==> src/rtl/tart_bank_switch_if.sv <==
// Signal bundle between the acquisition front end (master) and the bank sequencer (slave).
// strobe_i and free_i are single-cycle pulses with no back-pressure: each high cycle is one event, consumed on that clock edge.
interface tart_bank_switch_if #(
  parameter int BLOCK = 24,
  parameter int XBITS = 2
);
  logic             enable_i;
  logic [BLOCK-1:0] block_i;
  logic             strobe_i;
  logic             free_i;
  logic             en_o;
  logic             sw_o;
  logic             newblock_o;
  logic [XBITS-1:0] wr_bank_o;
  logic [XBITS-1:0] rd_bank_o;
  logic [XBITS-1:0] pending_o;
  logic             ready_o;
  logic             overflow_o;
  logic             busy_o;
  logic [1:0]       state_o;

  modport master (
    output enable_i, block_i, strobe_i, free_i,
    input  en_o, sw_o, newblock_o, wr_bank_o, rd_bank_o, pending_o,
           ready_o, overflow_o, busy_o, state_o
  );

  modport slave (
    input  enable_i, block_i, strobe_i, free_i,
    output en_o, sw_o, newblock_o, wr_bank_o, rd_bank_o, pending_o,
           ready_o, overflow_o, busy_o, state_o
  );
endinterface

==> src/rtl/tart_bank_switch.sv <==
// Block/bank sequencer for the correlator: counts sample strobes per block, pulses en/sw,
// and tracks written vs. unread visibility banks with sticky overflow.
module tart_bank_switch #(
  parameter int BLOCK = 24,
  parameter int XBITS = 2
) (
  input logic               clk_x,
  input logic               rst_i,
  tart_bank_switch_if.slave bus
);

  typedef enum logic [1:0] {
    IDLE  = 2'd0,
    RUN   = 2'd1,
    DRAIN = 2'd2
  } state_t;

  localparam logic [XBITS-1:0] PEND_MAX = '1;

  state_t           state_q, state_d;
  logic [BLOCK-1:0] cnt_q, size_q;
  logic [XBITS-1:0] wr_q, rd_q, pend_q;
  logic [XBITS-1:0] wr_d, rd_d, pend_d;
  logic             en_q, sw_q, ready_q, ovf_q;
  logic             take, last, free_ok, ovf_set;

  assign take    = (state_q != IDLE) && bus.strobe_i;
  assign last    = take && (cnt_q == size_q);
  assign free_ok = bus.free_i && (pend_q != '0);

  always_ff @(posedge clk_x) begin
    if (rst_i) state_q <= IDLE;
    else       state_q <= state_d;
  end

  // Dropping enable mid-block finishes the block in DRAIN; if the block ends on that very cycle there is nothing left to drain.
  always_comb begin
    state_d = state_q;
    case (state_q)
      IDLE:    if (bus.enable_i) state_d = RUN;
      RUN:     if (!bus.enable_i) state_d = last ? IDLE : DRAIN;
      DRAIN:   if (last) state_d = IDLE;
      default: state_d = IDLE;
    endcase
  end

  // A block end without a matching free either adds a pending bank or, when full, overwrites the oldest one.
  always_comb begin
    pend_d  = pend_q;
    ovf_set = 1'b0;
    if (last) begin
      if (!free_ok) begin
        if (pend_q == PEND_MAX) ovf_set = 1'b1;
        else                    pend_d  = pend_q + 1'b1;
      end
    end else if (free_ok) begin
      pend_d = pend_q - 1'b1;
    end
    wr_d = last ? wr_q + 1'b1 : wr_q;
    rd_d = wr_d - pend_d;
  end

  always_ff @(posedge clk_x) begin
    if (rst_i) begin
      cnt_q   <= '0;
      size_q  <= '0;
      wr_q    <= '0;
      rd_q    <= '0;
      pend_q  <= '0;
      en_q    <= 1'b0;
      sw_q    <= 1'b0;
      ready_q <= 1'b0;
      ovf_q   <= 1'b0;
    end else begin
      en_q    <= take;
      sw_q    <= last;
      wr_q    <= wr_d;
      rd_q    <= rd_d;
      pend_q  <= pend_d;
      ready_q <= (pend_d != '0);
      ovf_q   <= ovf_q | ovf_set;
      if (state_q == IDLE && bus.enable_i) begin
        cnt_q  <= '0;
        size_q <= bus.block_i;
      end else if (take) begin
        if (last) begin
          cnt_q  <= '0;
          size_q <= bus.block_i;
        end else begin
          cnt_q <= cnt_q + 1'b1;
        end
      end
    end
  end

  assign bus.en_o       = en_q;
  assign bus.sw_o       = sw_q;
  assign bus.newblock_o = sw_q;
  assign bus.wr_bank_o  = wr_q;
  assign bus.rd_bank_o  = rd_q;
  assign bus.pending_o  = pend_q;
  assign bus.ready_o    = ready_q;
  assign bus.overflow_o = ovf_q;
  assign bus.busy_o     = (state_q != IDLE);
  assign bus.state_o    = state_q;

endmodule
==> src/flat_wrapper.sv <==
// flat-port wrapper written by rule: the top's interface ports become plain ports
module tart_bank_switch_flat 
#(
  parameter int BLOCK = 24,
  parameter int XBITS = 2
)
  (clk_x, rst_i, bus_enable_i, bus_block_i, bus_strobe_i, bus_free_i, bus_en_o, bus_sw_o, bus_newblock_o, bus_wr_bank_o, bus_rd_bank_o, bus_pending_o, bus_ready_o, bus_overflow_o, bus_busy_o, bus_state_o);
  tart_bank_switch_if #(.BLOCK(BLOCK), .XBITS(XBITS)) bus_i ();
  input logic clk_x;
  input logic rst_i;
  input wire logic [$bits(bus_i.enable_i)-1:0] bus_enable_i;
  input wire logic [$bits(bus_i.block_i)-1:0] bus_block_i;
  input wire logic [$bits(bus_i.strobe_i)-1:0] bus_strobe_i;
  input wire logic [$bits(bus_i.free_i)-1:0] bus_free_i;
  output wire logic [$bits(bus_i.en_o)-1:0] bus_en_o;
  output wire logic [$bits(bus_i.sw_o)-1:0] bus_sw_o;
  output wire logic [$bits(bus_i.newblock_o)-1:0] bus_newblock_o;
  output wire logic [$bits(bus_i.wr_bank_o)-1:0] bus_wr_bank_o;
  output wire logic [$bits(bus_i.rd_bank_o)-1:0] bus_rd_bank_o;
  output wire logic [$bits(bus_i.pending_o)-1:0] bus_pending_o;
  output wire logic [$bits(bus_i.ready_o)-1:0] bus_ready_o;
  output wire logic [$bits(bus_i.overflow_o)-1:0] bus_overflow_o;
  output wire logic [$bits(bus_i.busy_o)-1:0] bus_busy_o;
  output wire logic [$bits(bus_i.state_o)-1:0] bus_state_o;
  assign bus_i.enable_i = bus_enable_i;
  assign bus_i.block_i = bus_block_i;
  assign bus_i.strobe_i = bus_strobe_i;
  assign bus_i.free_i = bus_free_i;
  assign bus_en_o = bus_i.en_o;
  assign bus_sw_o = bus_i.sw_o;
  assign bus_newblock_o = bus_i.newblock_o;
  assign bus_wr_bank_o = bus_i.wr_bank_o;
  assign bus_rd_bank_o = bus_i.rd_bank_o;
  assign bus_pending_o = bus_i.pending_o;
  assign bus_ready_o = bus_i.ready_o;
  assign bus_overflow_o = bus_i.overflow_o;
  assign bus_busy_o = bus_i.busy_o;
  assign bus_state_o = bus_i.state_o;
  tart_bank_switch #(.BLOCK(BLOCK), .XBITS(XBITS)) u_core (.clk_x(clk_x), .rst_i(rst_i), .bus(bus_i));
endmodule
==> config.mk <==
export PLATFORM = sky130hd
export DESIGN_NAME = tart_bank_switch_flat
export DESIGN_NICKNAME = d
export VERILOG_FILES = /design/src/rtl/tart_bank_switch_if.sv /design/src/rtl/tart_bank_switch.sv /design/src/flat_wrapper.sv
export SDC_FILE = /design/constraint.sdc
export NUM_CORES = 1
export LEC_CHECK = 0
export ABC_AREA = 1
export BUFFER_PORTS_ARGS = -buffer_cell sky130_fd_sc_hd__buf_4
export CAP_MARGIN = 20
export CORE_MARGIN = 3
export CORE_UTILIZATION = 50
export DETAILED_ROUTE_END_ITERATION = 8
export GPL_ROUTABILITY_DRIVEN = 0
export PLACE_DENSITY = 0.71
export SYNTH_ARGS = -nofsm -noshare
export SYNTH_HDL_FRONTEND = slang
export SYNTH_SLANG_ARGS = --single-unit
export TNS_END_PERCENT = 5
==> constraint.sdc <==
create_clock -name clk_x -period 2.65 [get_ports clk_x]
set_input_delay 0 -clock clk_x [delete_from_list [all_inputs] [get_ports clk_x]]
set_output_delay 0 -clock clk_x [all_outputs]
set_load 0.1 [all_outputs]
==> results.toml, run 1 <==
[clock_network]
clk_pin_slew_worst_paths_ns = 0.07
post_cts_buffers = 0
cts_root_buffer = "clkbuf_8"
clockBufferDepth = 2
cts_max_level = 3
cts_made_buffers = 9
clk_latency_ns = 0.33
cts_sinks = 60
cts_tree = "yes"

[cells_and_area]
nets = 496
syn2layout_area_growth_pct = 29.8
fill_cells = 475
antennaDiodeCount = 0
drive_above_1_share = 0.186

[floorplanning]
die-area_um2 = 6810
die_w_um = 82.5
die_y_um = 82.5
fp.coreArea_um2 = 5570
row_count = 27
start_util = 0.525
io_pins = 43

[synth]
synth_nets = 425
async_flop_share = 0
avgSynthCellArea_um2 = 7.49
synth_cell_types = 36
ys_seq_area_frac = 0.410
synth-main-ff-cell = "dfxtp_1"
yosys_register_bits = 60
ys_warn_count = 0
synth_edf_count = 0
syn_inst = 391
synth_area_um2 = 2930

[route]
drc = 0
drtPass1Iterations = 4
ant_nets = 0
vias = 2647
drt-total-wl_um = 6910
viasPerCell = 4.91
drt_iter0_drc = 125
detail_route.wl_per_cell_um = 12.8

[timing]
setup_slack_ns = 0.436
finalCriticalPeriod_ns = 2.21
rsz0062_at_grt = "no"
max_freq_ghz = 0.452
hold_viol = 0
tightest_slew_ns = 0.830
fin_tns_setup_ns = 0
fin_crit_sh = 0.836
final-setup-viol-count = 0
slew_violations = 0
slew_headroom = 0.446
fin_worst_skew_ns = 0.00707

[power_and_ir_drop]
p_leak_uw = 0.00162
peakVddDrop_v = 0.000409
power_density_nw_per_um2 = 644

[global_route]
grt_pass1_vias = 2531
grt_antenna_before_repair = 0
grt_overflow_total = 0
grt_pass1_wl_um = 11400
grt_usage = 0.223
grt_max_degree = 32

[placement]
pre_cts_slack_ns = 0.456
port_buffers = 42
dp_hpwl_um = 4660

[worst_setup_path]
max_stage_delay_ns = 0.43
critPathCaptureType = "register"
cp_slowest_cell = "dfxtp_1"
crit_path_cell_trace = "xnor2_1, nand2_1, nor2_1, nand2_1, nor2_4, nand3_4, inv_4, o21a_1, inv_1, ha_1, inv_1, nand3_1, a21oi_1, nor2_1"
cp-start-kind = "register"
crit_required_ns = 2.88
critPathBufInv = 3
arrival_ns = 2.45
worstSetupPathType = "reg2reg"
crit_family = "simple AND/OR/NAND/NOR gates"
crit_fanout = 7

[run]
drv_cap = 0

[min_path]
hold_class = "in2reg"

[run_status]
outcome = "complete, no violations"
## worst register-to-register path, stage by stage, from the launching register on
cell	delay [ns]
dfxtp_1	0.43
xnor2_1	0.15
nand2_1	0.08
nor2_1	0.11
nand2_1	0.09
nor2_4	0.16
nand3_4	0.14
inv_4	0.13
o21a_1	0.20
inv_1	0.07
ha_1	0.20
inv_1	0.05
nand3_1	0.09
a21oi_1	0.16
nor2_1	0.06
## cell usage after synthesis, types with 2 or more instances
library cell,count,share of area
dfxtp_1,60,0.41
nand3_1,11,0.019
o21ai_0,8,0.014
inv_1,46,0.059
o21a_1,7,0.018
nand4_1,3,0.0064
xor2_1,8,0.024
a21oi_1,22,0.038
nor2_1,66,0.085
nor3_1,6,0.010
nor4_1,3,0.0064
xnor2_1,14,0.042
ha_1,5,0.021
inv_2,4,0.0051
nand2_2,3,0.0064
a211oi_1,3,0.0077
nand2_1,63,0.081
nor2_4,4,0.015
buf_2,2,0.0034
o21ai_1,25,0.043
nand3_2,3,0.010
o21bai_1,2,0.0051
nor2_2,5,0.011
nor2_8,2,0.014
clkbuf_1,3,0.0038
buf_4,3,0.0077
## timing repair
action | CTS | global route
resized for setup | 0 | 0
hold buffers | 27 | 0
hold endpoints to repair | 34 | 0
## cell families after synthesis
logic type / synth area share
AND/OR/NAND/NOR: 0.287
buffers and inverters: 0.0880
flip-flops: 0.410
AO/OA/AOI/OAI: 0.128
adder cells (fa/ha/maj): 0.0214
XOR/XNOR: 0.0658
## area by class of cell
type                            count  area (um2)  share of cell area
Clock buffer                       12         155              0.0408
Multi-Input combinational cell    270        1470               0.387
Inverter                           52         203              0.0533
Tap cell                           72        90.1              0.0237
Timing Repair Buffer               69         586               0.154
Sequential cell                    60        1200               0.317
Clock inverter                      4        95.1              0.0250
## stage by stage
step | util | hold slack (ns) | cells | total power, uW | cell area (um2)
CTS | 0.682 | 0.112 | 539 | 2460 | 3800
global route | 0.682 | 0.149 | 539 | 2550 | 3800
detailed placement | 0.589 | 0.242 | 496 | 1410 | 3280
global placement | 0.589 | 0.234 | 496 | 1400 | 3280
floorplan | - | 0.126 | 391 | 1310 | 2930
finish | 0.682 | 0.129 | 539 | 2450 | 3800
## placed cells by master (no fill, tap or decap), drive strengths merged, types with 14 or more instances in the layout
cell type | netlist | routed
xnor2 | 14 | 14
nand2 | 66 | 66
inv | 52 | 52
nand3 | 15 | 15
nor2 | 77 | 77
dfxtp | 60 | 60
a21oi | 22 | 22
o21ai | 33 | 33
buf | 6 | 42
dlygate4sd3 | 0 | 27
## per-layer routing
layer  GRT usage  share of wire  vias up
li1            -              -     1389
met1       0.268           0.47     1204
met2       0.385           0.48       46
met3      0.0727          0.042        8
met4      0.0523          0.011        0
met5           0              0        -
## state kept, by name, summed over array words and instances, names as in the netlist
signal and count:
u_core.bus.rd_bank_o 2, u_core.bus.overflow_o 1, u_core.bus.newblock_o 1, u_core.bus.en_o 1, u_core.bus.pending_o 2, u_core.size_q 24
u_core.bus.state_o 2, u_core.cnt_q 24, u_core.bus.ready_o 1, u_core.bus.wr_bank_o 2
## path summary, 6_finish.rpt
path	from	endpoint	slack, ns	depth (start not counted)
worst max register to register	u_core.cnt_q[16]$_SDFFE_PP0P_	u_core.bus.rd_bank_o[1]$_SDFF_PP0_	0.44	14
worst min register to register	u_core.bus.overflow_o$_SDFF_PP0_	u_core.bus.overflow_o$_SDFF_PP0_	0.46	2
worst max-delay path	u_core.cnt_q[16]$_SDFFE_PP0P_	u_core.bus.rd_bank_o[1]$_SDFF_PP0_	0.44	14
worst min-delay path	bus_strobe_i	u_core.cnt_q[1]$_SDFFE_PP0P_	0.13	5
## report_power, final
part	switching [uW]	internal, uW
Combinational	284	156
Clock	347	675
Sequential	34.7	951
Total	666	1780
Power figures use the tool's default switching activity.
==> inputs of run 2 (changes only) <==
==> constraint.sdc (replaced) <==
create_clock -name clk_x -period 2.1 [get_ports clk_x]
set_input_delay 0 -clock clk_x [delete_from_list [all_inputs] [get_ports clk_x]]
set_output_delay 0 -clock clk_x [all_outputs]
set_load 0.1 [all_outputs]
==> results.toml, run 2 (synthesis gave the netlist of run 1 again) <==
[run_status]
outcome = "complete, no violations"

[worst_setup_path]
r2r_cells = 14
reg2reg_setup_slack_ns = 0.18
r2r_end = "u_core.bus.rd_bank_o[1]$_SDFF_PP0_"
crit_family = "simple AND/OR/NAND/NOR gates"
arrival_ns = 2.15
r2r_start = "u_core.cnt_q[23]$_SDFFE_PP0P_"
max_stage_delay_ns = 0.32
worstSetupPathType = "reg2reg"
cp_slowest_cell = "dfxtp_1"
worstSetupStartpoint = "u_core.cnt_q[23]$_SDFFE_PP0P_"
endpoint = "u_core.bus.rd_bank_o[1]$_SDFF_PP0_"
critPathCaptureType = "register"
crit_required_ns = 2.33
crit_path_cell_trace = "xnor2_1, nand4_1, nor2_4, nand3_4, inv_4, nand2_1, o21a_1, inv_1, ha_2, inv_1, nand3_1, nand3_1, nand2_1, nor2_1"
cp.depth = 14
critPathBufInv = 3
cp-start-kind = "register"
crit_fanout = 6

[timing]
fin_crit_sh = 0.913
rsz0062_at_grt = "yes"
max_freq_ghz = 0.522
slew_headroom = 0.472
final-setup-viol-count = 0
fin_hold_ws_ns = 0.120
slew_violations = 0
setup_slack_ns = 0.183
tightest_slew_ns = 0.791
finalCriticalPeriod_ns = 1.92
hold_viol = 0
fin_worst_skew_ns = 0.00690

[global_route]
grt_pass1_vias = 2453
grt_overflow_total = 0
grt_max_degree = 32
grt_antenna_before_repair = 0
grt_usage = 0.216
use_met2 = 0.343
grtUsageMet3 = 0.0651
busiest_layer = "met2"
grt_pass1_wl_um = 11100
grtUsageMet1 = 0.283

[floorplanning]
fp.coreArea_um2 = 5570
die-area_um2 = 6810
io_pins = 43
die_y_um = 82.5
die_w_um = 82.5
start_util = 0.525
row_count = 27

[min_path]
hold_class = "in2reg"

[power_and_ir_drop]
p_total_uw = 2660
p_leak_uw = 0.00164
power_density_nw_per_um2 = 689
peakVddDrop_v = 0.000558

[clock_network]
clk_latency_ns = 0.34
cts_root_buffer = "clkbuf_8"
clk_pin_slew_worst_paths_ns = 0.06
cts_made_buffers = 9
cts_tree = "yes"
cts_sinks = 60
cts_max_level = 3
clockBufferDepth = 2

[cells_and_area]
reg_top3 = "u_core.cnt_q x24, u_core.size_q x24"
utilization = 0.693
syn2layout_area_growth_pct = 31.9
drive_above_1_share = 0.242
antennaDiodeCount = 0
design_area_um2 = 3860
nets = 509
fill_cells = 470
layout_common_cells = "nand2_1 (63), nor2_1 (63), buf_4 (55)"

[route]
drtPass1Iterations = 4
drt_iter0_drc = 131
ant_nets = 0
drt-total-wl_um = 6870
viasPerCell = 4.85
drc = 0
detail_route.wl_per_cell_um = 12.5
vias = 2671

[placement]
pre_cts_slack_ns = 0.0788
place_area_um2 = 3370
dp_hpwl_um = 4730
port_buffers = 42

[run]
drv_cap = 0
==> run 2: cell count changes in the layout (fill, tap and decap cells not counted), sizes merged <==
| cell | previous run | this run |
|---|---|---|
| buf | 42 | 55 |
| bufinv | 3 | 0 |
| clkinv | 1 | 3 |
| clkinvlp | 0 | 1 |
| dlygate4sd3 | 27 | 26 |
| inv | 52 | 51 |
| nor2 | 77 | 78 |
==> run 2: metal layers <==
metal | share of wire | vias to the layer above
li1 | - | 1416
met1 | 0.48 | 1196
met2 | 0.46 | 46
met3 | 0.044 | 13
met4 | 0.014 | 0
met5 | 0 | -
==> run 2: worst min path at each step <==
stage                    start                              to  depth (start not counted)
3_5_place_dp   bus_block_i[15]  u_core.size_q[15]$_SDFFE_PP0P_                          3
6_report          bus_strobe_i    u_core.cnt_q[1]$_SDFFE_PP0P_                          5
2_1_floorplan  bus_block_i[10]  u_core.size_q[10]$_SDFFE_PP0P_                          2
4_1_cts           bus_strobe_i    u_core.cnt_q[1]$_SDFFE_PP0P_                          5
3_3_place_gp    bus_block_i[6]   u_core.size_q[6]$_SDFFE_PP0P_                          3
5_1_grt           bus_strobe_i    u_core.cnt_q[0]$_SDFFE_PP0P_                          4
==> run 2: worst register-to-register path, stage by stage, from the launching register on <==
cell and delay [ns]:
dfxtp_1 0.32, xnor2_1 0.23, nand4_1 0.17, nor2_4 0.18, nand3_4 0.12, inv_4 0.08
nand2_1 0.04, o21a_1 0.11, inv_1 0.06, ha_2 0.17, inv_1 0.04, nand3_1 0.09
nand3_1 0.08, nand2_1 0.07, nor2_1 0.05
==> run 2: what timing repair did <==
action                                  4_1_cts  5_1_grt
buffers inserted                              0        4
resized for setup                             0       16
endpoints found under the setup margin        0       20
hold buffers                                 26        0
hold endpoints to repair                     34        0
==> run 2: cell type report <==
cell class	instances	area, um2	share of cell area
Multi-Input combinational cell	271	1510	0.391
Clock inverter	3	15.0	0.00389
Clock buffer	12	135	0.0350
Inverter	52	206	0.0535
Timing Repair Buffer	81	673	0.174
Tap cell	72	90.1	0.0233
Sequential cell	60	1230	0.319
==> run 2: where the power goes <==
group | switching (uW) | internal, uW
combinational | 366 | 215
clock | 424 | 416
sequential | 42.6 | 1200
==> run 2: metrics by stage <==
stage / setup TNS, ns / std cells
4_1_cts: 0 / 546
2_1_floorplan: 0 / 391
6_report: 0 / 551
3_3_place_gp: 0 / 505
5_1_grt: -0.0235 / 551
3_5_place_dp: 0 / 505
